### config.mk
export PLATFORM = sky130hd
export DESIGN_NAME = fifo
export DESIGN_NICKNAME = d
export VERILOG_FILES = /design/src/rtl/fifo.sv
export SDC_FILE = /design/constraint.sdc
export NUM_CORES = 1
export LEC_CHECK = 0
export BUFFER_PORTS_ARGS = -buffer_cell sky130_fd_sc_hd__buf_2
export CORE_MARGIN = 3
export CORE_UTILIZATION = 55
export CTS_BUF_LIST = sky130_fd_sc_hd__clkbuf_16
export CTS_CLUSTER_DIAMETER = 100
export DETAILED_ROUTE_END_ITERATION = 10
export PLACE_DENSITY = 0.7
export REMOVE_ABC_BUFFERS = 1
export SLEW_MARGIN = 25
export SYNTH_ARGS = -nofsm -noshare
export SYNTH_HDL_FRONTEND = slang
export SYNTH_SLANG_ARGS = --single-unit
### constraint.sdc
create_clock -name clk -period 4.4 [get_ports clk]
set_input_delay 0.44 -clock clk [delete_from_list [all_inputs] [get_ports clk]]
set_output_delay 0.44 -clock clk [all_outputs]
set_load 0.1 [all_outputs]
### src/rtl/fifo.sv
// fifo: single-clock synchronous FIFO with a registered read port.
// Parameters: WIDTH data bits per word, DEPTH entries (power of two, >= 2).
// Ports: clk; rst (async, active-low); wdata/wr_en write side; rdata/rd_en read side;
//        full_flag/empty_flag decoded from the registered occupancy count;
//        overflow/underflow sticky error flags only when FIFO_ERR_EN is defined.
module fifo #(
  parameter int WIDTH = 32,
  parameter int DEPTH = 16
) (
  input  logic             clk,
  input  logic             rst,
  input  logic [WIDTH-1:0] wdata,
  input  logic             wr_en,
  output logic             full_flag,
  output logic [WIDTH-1:0] rdata,
  input  logic             rd_en,
  output logic             empty_flag
`ifdef FIFO_ERR_EN
  ,
  output logic             overflow,
  output logic             underflow
`endif
);
  localparam int AW = $clog2(DEPTH);
  logic [WIDTH-1:0] mem_q [DEPTH];
  logic [AW-1:0]    wptr_q, wptr_d, rptr_q, rptr_d;
  logic [AW:0]      count_q, count_d;
  logic [WIDTH-1:0] rdata_q, rdata_d;
  logic             wr_ok, rd_ok;
  assign full_flag  = count_q == (AW+1)'(DEPTH);
  assign empty_flag = count_q == '0;
  assign rdata      = rdata_q;
  // A full FIFO blocks the write even if a read is accepted on the same edge.
  assign wr_ok = wr_en & ~full_flag;
  assign rd_ok = rd_en & ~empty_flag;
  always_comb begin
    wptr_d  = wr_ok ? wptr_q + 1'b1 : wptr_q;
    rptr_d  = rd_ok ? rptr_q + 1'b1 : rptr_q;
    rdata_d = rd_ok ? mem_q[rptr_q] : rdata_q;
    count_d = (wr_ok && !rd_ok) ? count_q + 1'b1 :
              (rd_ok && !wr_ok) ? count_q - 1'b1 : count_q;
  end
  // Storage is not reset; stale entries become unreachable once pointers clear.
  always_ff @(posedge clk) begin
    if (wr_ok) mem_q[wptr_q] <= wdata;
  end
  always_ff @(posedge clk or negedge rst) begin
    if (!rst) begin
      wptr_q  <= '0;
      rptr_q  <= '0;
      count_q <= '0;
      rdata_q <= '0;
    end else begin
      wptr_q  <= wptr_d;
      rptr_q  <= rptr_d;
      count_q <= count_d;
      rdata_q <= rdata_d;
    end
  end
`ifdef FIFO_ERR_EN
  logic overflow_q, overflow_d, underflow_q, underflow_d;
  assign overflow  = overflow_q;
  assign underflow = underflow_q;
  always_comb begin
    overflow_d  = overflow_q | (wr_en & full_flag & ~rd_ok);
    underflow_d = underflow_q | (rd_en & empty_flag);
  end
  always_ff @(posedge clk or negedge rst) begin
    if (!rst) begin
      overflow_q  <= 1'b0;
      underflow_q <= 1'b0;
    end else begin
      overflow_q  <= overflow_d;
      underflow_q <= underflow_d;
    end
  end
`endif
endmodule

Yosys cells after proc, flatten, opt, wreduce, memory -nomap -nowiden
Memories as Yosys holds them, arrays and structs flattened. A register that Yosys moved wholly into a read port is not among the register bits.
Index checks and enable logic that the tools add are counted.
{"block": "word_totals", "register_bits": 13, "ram_bits": 512, "inputBits": 36, "output_inout_bits": 34, "word_cells": 24, "n_memories": 1}
{"block": "classes", "n_addsub": 4, "eq_ne": 1, "muxes": 4, "bitwise": 4, "n_reduce_logical": 7}
{"memory": "mem_q", "depth": 16, "width": 32, "read_ports": 1, "rd_clocked_by_memory_dff": 1, "wr": 1, "line": "25", "text": "logic [WIDTH-1:0] mem_q [DEPTH];"}
{"cell": "$mux W5", "n": 2}
{"cell": "$add A4 B1 Y4 const B", "n": 2}
{"cell": "$add A5 B1 Y5 const B", "n": 1}
{"cell": "$eq A5 B5 Y1 const B", "n": 1}
{"cell": "$logic_not A5 Y1", "n": 1}
{"cell": "$sub A5 B1 Y5 const B", "n": 1}
{"cell": "$logic_not A1 Y1", "n": 3}
{"cell": "$and A1 B1 Y1", "n": 2}
{"cell": "$logic_and A1 B1 Y1", "n": 2}
{"cell": "$mux W1", "n": 2}
{"cell": "$not A1 Y1", "n": 2}
{"cell": "$reduce_bool A2 Y1", "n": 1}

Logic depth before layout (Yosys ltp)
Gate-level depths: netlist of the first run.
{"block": "logic_depth", "word_depth": 7, "ltp_mapped": 11, "depth_no_buf": 10}

Least setup slack after synthesis of the first run
Ideal clock, no wire load.
{"block": "synth_path", "path_type": "flip-flop to flip-flop", "start": "register count_q[0]", "end": "memory mem_q[3][0] (enable)", "setup_ns": 0.461, "t_arrival_ns": 3.392, "t_required_ns": 3.939, "setup_slack_ns": 0.547, "stages_incl_launch_ff": 5, "path_buffers": 0, "path_cell_list": "dfrtp_1 nor4_1 a21boi_1 nand2_1 nor3_1"}
{"block": "synth_via", "elab_chain_cells": 5}
{"element": "from (decl)", "line": "27", "text": "logic [AW:0] count_q, count_d;"}
{"element": "from (signal assigned)", "line": "56", "text": "count_q <= count_d;"}
{"element": "$eq A5 B5 Y1", "line": "30", "text": "assign full_flag = count_q == (AW+1)'(DEPTH);"}
{"element": "$not A1 Y1", "line": "34", "text": "assign wr_ok = wr_en & ~full_flag;"}
{"element": "$and A1 B1 Y1", "line": "34"}
{"element": "net wr_ok", "line": "29", "text": "logic wr_ok, rd_ok;"}
{"element": "$mux W1", "line": "45", "text": "if (wr_ok) mem_q[wptr_q] <= wdata;"}
{"element": "$mux W1 (implied by the code)", "line": "45"}
{"element": "to (decl)", "line": "25"}
The timed path passes the listed nets, and every way through them passes these cells.

Worst setup path after layout of the first run
{"block": "layout_path", "start": "register count_q[0]", "end": "register count_q[4]"}
{"block": "layout_via", "elab_chain_cells": 6, "word_cells_on_any_way": 15, "classes_between": "2 x add/sub; 1 x eq/ne; 2 x mux; 4 x bitwise; 6 x reduce/logical"}
{"element": "parallel branches: the longest is 6 deep, another holds $sub A5 B1 Y5"}
Several ways; the timed one is not identified. The select of a mux whose other input is x is not followed.
A chain may end at the register's enable or synchronous reset.

==> results of run 1 <==
worst max-delay path by stage:
stage	slack [ns]	depth (start not counted)	start	end
after floorplan	-1.89	4	rptr_q[2]$_DFFE_PN0P_	rdata[30]$_DFFE_PN0P_
after global placement	1.16	10	count_q[0]$_DFFE_PN0P_	count_q[4]$_DFFE_PN0P_
after detailed placement	1.14	10	count_q[0]$_DFFE_PN0P_	count_q[4]$_DFFE_PN0P_
after CTS	1.12	10	count_q[0]$_DFFE_PN0P_	count_q[4]$_DFFE_PN0P_
after global routing	0.90	11	count_q[0]$_DFFE_PN0P_	count_q[4]$_DFFE_PN0P_
final	1.13	11	count_q[0]$_DFFE_PN0P_	count_q[4]$_DFFE_PN0P_
metal layers:
metal	GRT usage	routed length [um]	up-vias
li1	-	-	4180
met1	0.319	18600	5256
met2	0.347	21200	315
met3	0.0476	2890	63
met4	0.0501	899	0
met5	0	0	-
synthesized netlist by cell type (all sizes together), types with 2 or more instances:
cell    instances  share of area
inv             4        0.00070
nor2           15         0.0026
ha              9         0.0053
nand2b          3        0.00088
o22ai          64          0.027
mux2           34          0.018
nor3            4        0.00094
edfxtp        512           0.72
a21o            2        0.00070
nand2           9         0.0016
xnor2           9         0.0037
buf            34          0.012
clkbuf         19         0.0034
nand4           2        0.00059
a21oi          34         0.0097
mux4          128           0.13
o21ai           3        0.00070
dfrtp          45          0.053
timing repair:
item / 4_1_cts / 5_1_grt
resized for setup: 0 / 0
endpoints found under the hold margin: 22 / 0
hold buffers: 1 / 0
state kept, by name (all words and copies together) (netlist names):
name / count
count_q: 5
mem_q: 512
rdata: 32
rptr_q: 4
wptr_q: 4
final cells by class:
class,count,area (um2),area share
Sequential cell,557,16500,0.677
Clock buffer,54,1350,0.0554
Antenna cell,1,2.50,0.000103
Tap cell,511,639,0.0262
Inverter,4,15.0,0.000615
Multi-Input combinational cell,326,4640,0.190
Timing Repair Buffer,106,733,0.0300
Clock inverter,46,508,0.0208
metrics by stage:
step,std cells,TNS (ns),instance area [um2],total power [uW]
finish,1605,0,24400,17100
global route,1604,0,24400,17800
CTS,1603,0,24400,17300
detailed placement,1502,0,22500,12500
global placement,1501,0,22500,12400
floorplan,887,-61.65,21000,11200
worst reg2reg max path: stages (launching register included):
cell	delay (ns)
dfrtp_1	0.44
or4_4	0.60
o21a_4	0.38
buf_12	0.26
inv_2	0.09
ha_1	0.15
inv_1	0.11
fa_1	0.43
a21o_1	0.20
a21oi_1	0.18
mux2i_1	0.23
xnor2_1	0.13
where the power goes:
group          total [uW]  switching (uW)  internal (uW)
Combinational        5340            3240           2110
Clock                4790            1910           2880
Sequential           6990             505           6490
logic make-up (layout without fill, tap and decap cells):
group | count (synthesis) | in the layout | synth area share
flip-flops | 557 | 557 | 0.772
XOR/XNOR | 10 | 10 | 0.00410
other | 0 | 1 | 0
adder cells (fa/ha/maj) | 10 | 10 | 0.00621
multiplexers | 163 | 163 | 0.153
AND/OR/NAND/NOR | 37 | 37 | 0.00802
buffers and inverters | 57 | 210 | 0.0161
AO/OA/AOI/OAI | 106 | 106 | 0.0401
==> flow_metrics.env, run 1 <==
export IMPL_nets=1095
export IMPL_track_usage=0.218
export IMPL_ys_flop_type="edfxtp_1"
export IMPL_grt_first_pass_wirelength_mm=66.3
export IMPL_leakage_uw=0.00789
export IMPL_yosysSeqAreaShare=0.772
export IMPL_synth_edf_count=512
export IMPL_grt_overflow_total=0
export IMPL_clock_sinks=557
export IMPL_setup_ws_ns=1.13
export IMPL_holdWs_ns=0.247
export IMPL_crit_type="reg -> reg"
export IMPL_status="completed"
export IMPL_crit_path_end_kind="flop"
export IMPL_cp_data_arrival_time_ns=3.75
export IMPL_path_clk_slew_ns=0.06
export IMPL_clock_path_buffers=3
export IMPL_reg2reg_to="count_q[4]$_DFFE_PN0P_"
export IMPL_r2r_start="count_q[0]$_DFFE_PN0P_"
export IMPL_synth_cell_area_mm2=0.0214
export IMPL_slew_viol_final=0
export IMPL_crit_family="compound AO/OA/AOI/OAI gates"
export IMPL_setup_viol=0
export IMPL_hold_path_class="in -> reg"
export IMPL_wire_per_inst_um=27.2
export IMPL_postSynthCellCount=940
export IMPL_grt_max_degree=69
export IMPL_io_buffers=69
export IMPL_holdPathEnd="mem_q[12][1]$_DFFE_PP_"
export IMPL_cp_max_fo=35
export IMPL_areaGrowthSynthToFinish_pct=14.2
export IMPL_insertion_delay_ns=0.58
export IMPL_r2r_setup_slack_ns=1.13
export IMPL_dieArea_mm2=0.0413
export IMPL_critPathRequiredTime_ns=4.89
export IMPL_tightest_slew_ns=0.930
export IMPL_yosysUniqueCellTypes=35
export IMPL_yosysWarnings=0
export IMPL_worst_path_largest_cell_delay_ns=0.59
export IMPL_synth_area_per_cell_um2=22.7
export IMPL_synth_seq_cells=557
export IMPL_die_y_um=203
export IMPL_rows=71
export IMPL_drt_initial_drc_count=775
export IMPL_vias=9814
export IMPL_start_kind="flop"
export IMPL_start_util=0.562
export IMPL_firstDrtPassIters=5
export IMPL_dp_hpwl_mm=26.6
export IMPL_cts_buffers_inserted=54
export IMPL_rsz0062_at_grt="no"
export IMPL_mostFrequentLayoutCell="edfxtp_1"
export IMPL_nFillCells=2556
export IMPL_cts_tree="built"
export IMPL_fmax_ghz=0.306
export IMPL_holdPathStages=1
export IMPL_crit_chain="or4_4 > o21a_4 > buf_12 > inv_2 > ha_1 > inv_1 > fa_1 > a21o_1 > a21oi_1 > mux2i_1 > xnor2_1"
export IMPL_max_slew_margin=0.377
export IMPL_antenna_left=0
export IMPL_via_per_inst=6.11
export IMPL_drive_above_1_share=0.381
export IMPL_fp_coreArea_mm2=0.0380
export IMPL_skew_ns=0.0255
export IMPL_drt_total_wl_mm=43.6
export IMPL_powerDensity_mw_per_mm2=702
export IMPL_cts_root_buf="clkbuf_16"
export IMPL_pre_cts_slack_ns=1.14
export IMPL_drv_cap=0
export IMPL_drc=0
export IMPL_path_buf_inv=3
export IMPL_slowest_stage="or4_4"
export IMPL_postCtsSetupBuffers=0
export IMPL_place_congestion=0.741
export IMPL_report_final_hold_viol_count=0
export IMPL_async_reset_ff_frac=0.0808
export IMPL_final_cell_mix="edfxtp_1 (512), mux4_2 (128), buf_2 (69), clkbuf_16 (54), dfrtp_1 (42)"
export IMPL_timing_final_crit_share=0.742
export IMPL_peakVddDrop_uv=502
export IMPL_antenna_found_initial=1
export IMPL_dieWidth_um=203
export IMPL_h_tree_depth=2
export IMPL_r2r_cells=11
export IMPL_hp_start="wdata[1]"
export IMPL_grt_pass1_vias=10300
export IMPL_post_route_min_period_ns=3.27
export IMPL_ios=70
export IMPL_final_core_util=0.642
(Power assumes the default switching activity.)
==> run 2: changes to the inputs <==
- clock period: 4.4 -> 3.1 ns (I/O delays scaled with it)
==> run 2 against run 1 <==
Flip-flop and latch count unchanged. Critical path depth decreased by 1. First-iteration DRC count increased by 29%. Die area unchanged. Largest power group unchanged.
==> flow_metrics.env, run 2 (synthesis gave the netlist of run 1 again) <==
export IMPL_status="completed"
export IMPL_crit_start="count_q[0]$_DFFE_PN0P_"
export IMPL_diodes=0
export IMPL_track_usage=0.219
export IMPL_grt_first_pass_wirelength_mm=66.5
export IMPL_rows=71
export IMPL_setup_viol=0
export IMPL_grt_use_met1=0.326
export IMPL_ios=70
export IMPL_areaGrowthSynthToFinish_pct=13.6
export IMPL_path_buf_inv=2
export IMPL_drt_total_wl_mm=44.0
export IMPL_crit_chain="or4_4 > o21a_4 > inv_2 > ha_1 > inv_1 > fa_1 > a21o_1 > a21oi_1 > mux2i_1 > xnor2_1"
export IMPL_dp_hpwl_mm=24.3
export IMPL_drive_above_1_share=0.368
export IMPL_post_route_min_period_ns=2.81
export IMPL_skew_ns=0.0180
export IMPL_antenna_found_initial=4
export IMPL_multi_input_area_mm2=0.00464
export IMPL_leakage_uw=0.00787
export IMPL_wire_per_inst_um=27.3
export IMPL_cp_data_arrival_time_ns=3.30
export IMPL_gr_max_usage_layer="met2"
export IMPL_crit_type="reg -> reg"
export IMPL_insertion_delay_ns=0.59
export IMPL_layout_area_seq_mm2=0.0165
export IMPL_crit_path_end_kind="flop"
export IMPL_grt_pass1_vias=10300
export IMPL_rsz0062_at_grt="no"
export IMPL_crit_family="simple AND/OR/NAND/NOR gates"
export IMPL_hp_start="wdata[14]"
export IMPL_cts_root_buf="clkbuf_16"
export IMPL_dpl_cell_area_mm2=0.0227
export IMPL_place_congestion=0.761
export IMPL_via_per_inst=6.20
export IMPL_grtUsageMet3=0.0433
export IMPL_fp_coreArea_mm2=0.0380
export IMPL_postCtsSetupBuffers=0
export IMPL_grt_overflow_total=0
export IMPL_max_slew_margin=0.405
export IMPL_met2_usage=0.345
export IMPL_firstDrtPassIters=5
export IMPL_nFillCells=2576
export IMPL_nets=1105
export IMPL_h_tree_depth=2
export IMPL_design_area_mm2=0.0243
export IMPL_drv_cap=0
export IMPL_holdWs_ns=0.0889
export IMPL_tightest_slew_ns=0.893
export IMPL_drc=0
export IMPL_timing_final_crit_share=0.906
export IMPL_mostFrequentLayoutCell="edfxtp_1"
export IMPL_die_y_um=203
export IMPL_vias=10000
export IMPL_path_clk_slew_ns=0.06
export IMPL_largest_reg_flops=512
export IMPL_r2r_start="count_q[0]$_DFFE_PN0P_"
export IMPL_antenna_left=0
export IMPL_powerDensity_mw_per_mm2=964
export IMPL_clock_sinks=557
export IMPL_critPathRequiredTime_ns=3.59
export IMPL_grt_max_degree=52
export IMPL_cts_tree="built"
export IMPL_start_kind="flop"
export IMPL_slowest_stage="or4_4"
export IMPL_clock_path_buffers=3
export IMPL_report_final_hold_viol_count=0
export IMPL_slew_viol_final=0
export IMPL_top_register="mem_q"
export IMPL_fmax_ghz=0.356
export IMPL_hold_path_class="in -> reg"
export IMPL_cts_buffers_inserted=53
export IMPL_cp_max_fo=5
export IMPL_worst_path_largest_cell_delay_ns=0.60
export IMPL_final_cell_mix="edfxtp_1 (512), mux4_2 (128), buf_2 (69), clkbuf_16 (53), dfrtp_1 (42)"
export IMPL_start_util=0.562
export IMPL_dieArea_mm2=0.0413
export IMPL_io_buffers=69
export IMPL_dieWidth_um=203
export IMPL_drt_initial_drc_count=1000
export IMPL_peakVddDrop_uv=690
run 2: cell count changes in the layout (fill, tap and decap cells not counted):
cell	previous run	this run
clkinv_1	8	16
clkinv_2	15	4
inv_6	0	2
buf_4	28	35
inv_1	10	22
buf_12	7	12
clkinv_8	1	0
bufinv_16	11	3
clkinvlp_4	4	2
buf_16	1	0
diode_2	1	0
clkbuf_16	54	53
run 2: final cells by class:
class | instances | area share
clock buffers | 53 | 0.0547
clock inverters | 46 | 0.0113
inverters | 4 | 0.000619
multi-input cells | 326 | 0.191
flip-flops and latches | 557 | 0.680
well taps | 511 | 0.0263
repair buffers | 117 | 0.0354
run 2: report_power, final:
| group | switching [uW] | total, uW | internal (uW) |
|---|---|---|---|
| clock | 2590 | 5930 | 3340 |
| sequential | 588 | 9800 | 9210 |
| combinational | 4640 | 7660 | 3020 |
run 2: through the flow:
step	instances	setup TNS (ns)	utilization	setup WS, ns	power (uW)
CTS	1614	0	0.638	0.277	23600
floorplan	887	-199.88	-	-3.19	15400
detailed placement	1514	0	0.596	0.304	17700
global placement	1514	0	0.596	0.334	17500
global route	1614	0	0.638	0.145	24400
finish	1614	0	0.638	0.290	23400
run 2: timing repair:
action                                 4_1_cts  5_1_grt
endpoints found under the hold margin       17        0
resized for setup                            0        0
hold buffers                                 1        0
run 2: final timing paths:
| check | endpoint | depth (start not counted) | slack [ns] |
|---|---|---|---|
| setup / recovery | count_q[4]$_DFFE_PN0P_ | 10 | 0.29 |
| hold reg to reg | count_q[3]$_DFFE_PN0P_ | 2 | 0.55 |
| setup reg to reg | count_q[4]$_DFFE_PN0P_ | 10 | 0.29 |
| max in group asynchronous | rdata[5]$_DFFE_PN0P_ | 3 | 2.04 |
| hold / removal | mem_q[4][14]$_DFFE_PP_ | 1 | 0.09 |
| min in group asynchronous | count_q[1]$_DFFE_PN0P_ | 2 | 0.30 |
run 2: per-layer routing:
layer / part of all wire / vias up
li1: - / 4211
met1: 0.43 / 5348
met2: 0.48 / 367
met3: 0.072 / 70
met4: 0.019 / 8
met5: 0.0012 / -
==> run 3: changes to the inputs <==
- HOLD_SLACK_MARGIN: unset -> 0.15
==> run 3 against run 2 <==
Worst hold slack better by 0.18 ns. Clock-buffer cell count unchanged. First-iteration DRC count down 2.7%. Sequential share of layout area down 0.91 points. Register-to-register slack about the same. Combinational power about the same.
==> flow_metrics.env, run 3 (synthesis gave the netlist of run 1 again) <==
export IMPL_peakVddDrop_uv=692
export IMPL_nets=1138
export IMPL_grt_overflow_total=0
export IMPL_setup_viol=0
export IMPL_antenna_left=0
export IMPL_start_util=0.562
export IMPL_status="completed"
export IMPL_nFillCells=2545
export IMPL_cts_tree="built"
export IMPL_wire_per_inst_um=26.8
export IMPL_cp_data_arrival_time_ns=3.30
export IMPL_max_slew_margin=0.407
export IMPL_timing_final_crit_share=0.907
export IMPL_hold_path_class="in -> reg"
export IMPL_clock_sinks=557
export IMPL_via_per_inst=6.12
export IMPL_drv_cap=0
export IMPL_grt_max_degree=52
export IMPL_drt_initial_drc_count=973
export IMPL_final_cell_mix="edfxtp_1 (512), mux4_2 (128), buf_2 (69), clkbuf_16 (53), dfrtp_1 (42)"
export IMPL_antenna_found_initial=0
export IMPL_finalPower_uw=23400
export IMPL_grt_pass1_vias=10500
export IMPL_powerDensity_mw_per_mm2=952
export IMPL_cts_buffers_inserted=53
export IMPL_drc=0
export IMPL_start_kind="flop"
export IMPL_setup_tns_ns=0
export IMPL_largest_reg_flops=512
export IMPL_final_core_util=0.647
export IMPL_slew_viol_final=0
export IMPL_setup_ws_ns=0.288
export IMPL_dieArea_mm2=0.0413
export IMPL_dieWidth_um=203
export IMPL_path_clk_slew_ns=0.06
export IMPL_vias=10100
export IMPL_report_final_hold_viol_count=0
export IMPL_dp_hpwl_mm=24.3
export IMPL_diodes=0
export IMPL_post_route_min_period_ns=2.81
export IMPL_rows=71
export IMPL_pre_cts_slack_ns=0.304
export IMPL_layout_area_seq_mm2=0.0165
export IMPL_h_tree_depth=2
export IMPL_skew_ns=0.0182
export IMPL_crit_path_end_kind="flop"
export IMPL_rsz0062_at_grt="no"
export IMPL_cp_max_fo=5
export IMPL_die_y_um=203
export IMPL_areaGrowthSynthToFinish_pct=15.1
export IMPL_cts_root_buf="clkbuf_16"
export IMPL_track_usage=0.221
export IMPL_fp_coreArea_mm2=0.0380
export IMPL_tightest_slew_ns=0.889
export IMPL_critPathRequiredTime_ns=3.59
export IMPL_clock_path_buffers=3
export IMPL_firstDrtPassIters=5
export IMPL_insertion_delay_ns=0.59
export IMPL_leakage_uw=0.00800
export IMPL_mostFrequentLayoutCell="edfxtp_1"
export IMPL_drive_above_1_share=0.357
export IMPL_fmax_ghz=0.356
export IMPL_drt_total_wl_mm=44.2
export IMPL_top_register="mem_q"
export IMPL_multi_input_area_mm2=0.00464
export IMPL_crit_type="reg -> reg"
export IMPL_place_congestion=0.761
export IMPL_grt_first_pass_wirelength_mm=67.0
export IMPL_ios=70
export IMPL_io_buffers=69
## run 3: repair_timing
action                                 CTS  global route
endpoints found under the hold margin  530             0
setup endpoints to repair                0             0
gates resized for setup                  0             0
setup buffers                            0             0
hold buffers                            34             0
## run 3: area by class of cell
| cell class | count | share of cell area |
|---|---|---|
| clock buffers | 53 | 0.0539 |
| clock inverters | 46 | 0.0111 |
| inverters | 4 | 0.000610 |
| multi-input cells | 326 | 0.189 |
| flip-flops and latches | 557 | 0.671 |
| well taps | 511 | 0.0260 |
| repair buffers | 150 | 0.0483 |
## run 3: metrics by stage
stage	std cells	hold slack, ns	cell area (um2)
after global routing	1647	0.308	24600
after CTS	1647	0.254	24600
after global placement	1514	0.363	22700
after floorplan	887	0.0144	21000
after detailed placement	1514	0.361	22700
final	1647	0.270	24600
## run 3: report_power, final
group / switching, uW / internal [uW] / total (uW)
sequential: 586 / 9210 / 9790
clock: 2600 / 3340 / 5930
combinational: 4640 / 3040 / 7690
## run 3: worst paths after layout
| path | from | end | slack (ns) | cells after the start |
|---|---|---|---|---|
| max in group asynchronous | rst | rdata[18]$_DFFE_PN0P_ | 2.05 | 3 |
| hold reg to reg | count_q[2]$_DFFE_PN0P_ | count_q[2]$_DFFE_PN0P_ | 0.55 | 2 |
| setup / recovery | count_q[0]$_DFFE_PN0P_ | count_q[4]$_DFFE_PN0P_ | 0.29 | 10 |
| min in group asynchronous | rst | count_q[1]$_DFFE_PN0P_ | 0.30 | 2 |
| hold / removal | wr_en | wptr_q[0]$_DFFE_PN0P_ | 0.27 | 4 |
| setup reg to reg | count_q[0]$_DFFE_PN0P_ | count_q[4]$_DFFE_PN0P_ | 0.29 | 10 |
## run 3: routing by layer
| layer | track usage | up-vias | wire length, um | part of all wire |
|---|---|---|---|---|
| met1 | 0.329 | 5376 | 18800 | 0.43 |
| met3 | 0.0401 | 62 | 3140 | 0.071 |
| li1 | - | 4273 | - | - |
| met4 | 0.0546 | 0 | 846 | 0.019 |
| met2 | 0.348 | 372 | 21400 | 0.48 |
| met5 | 0 | - | 0 | 0 |
## run 3: worst max-delay path: stages, from the launching register on
cell	delay (ns)
dfrtp_1	0.45
or4_4	0.60
o21a_4	0.22
inv_2	0.06
ha_1	0.16
inv_1	0.11
fa_1	0.41
a21o_1	0.19
a21oi_1	0.16
mux2i_1	0.23
xnor2_1	0.13
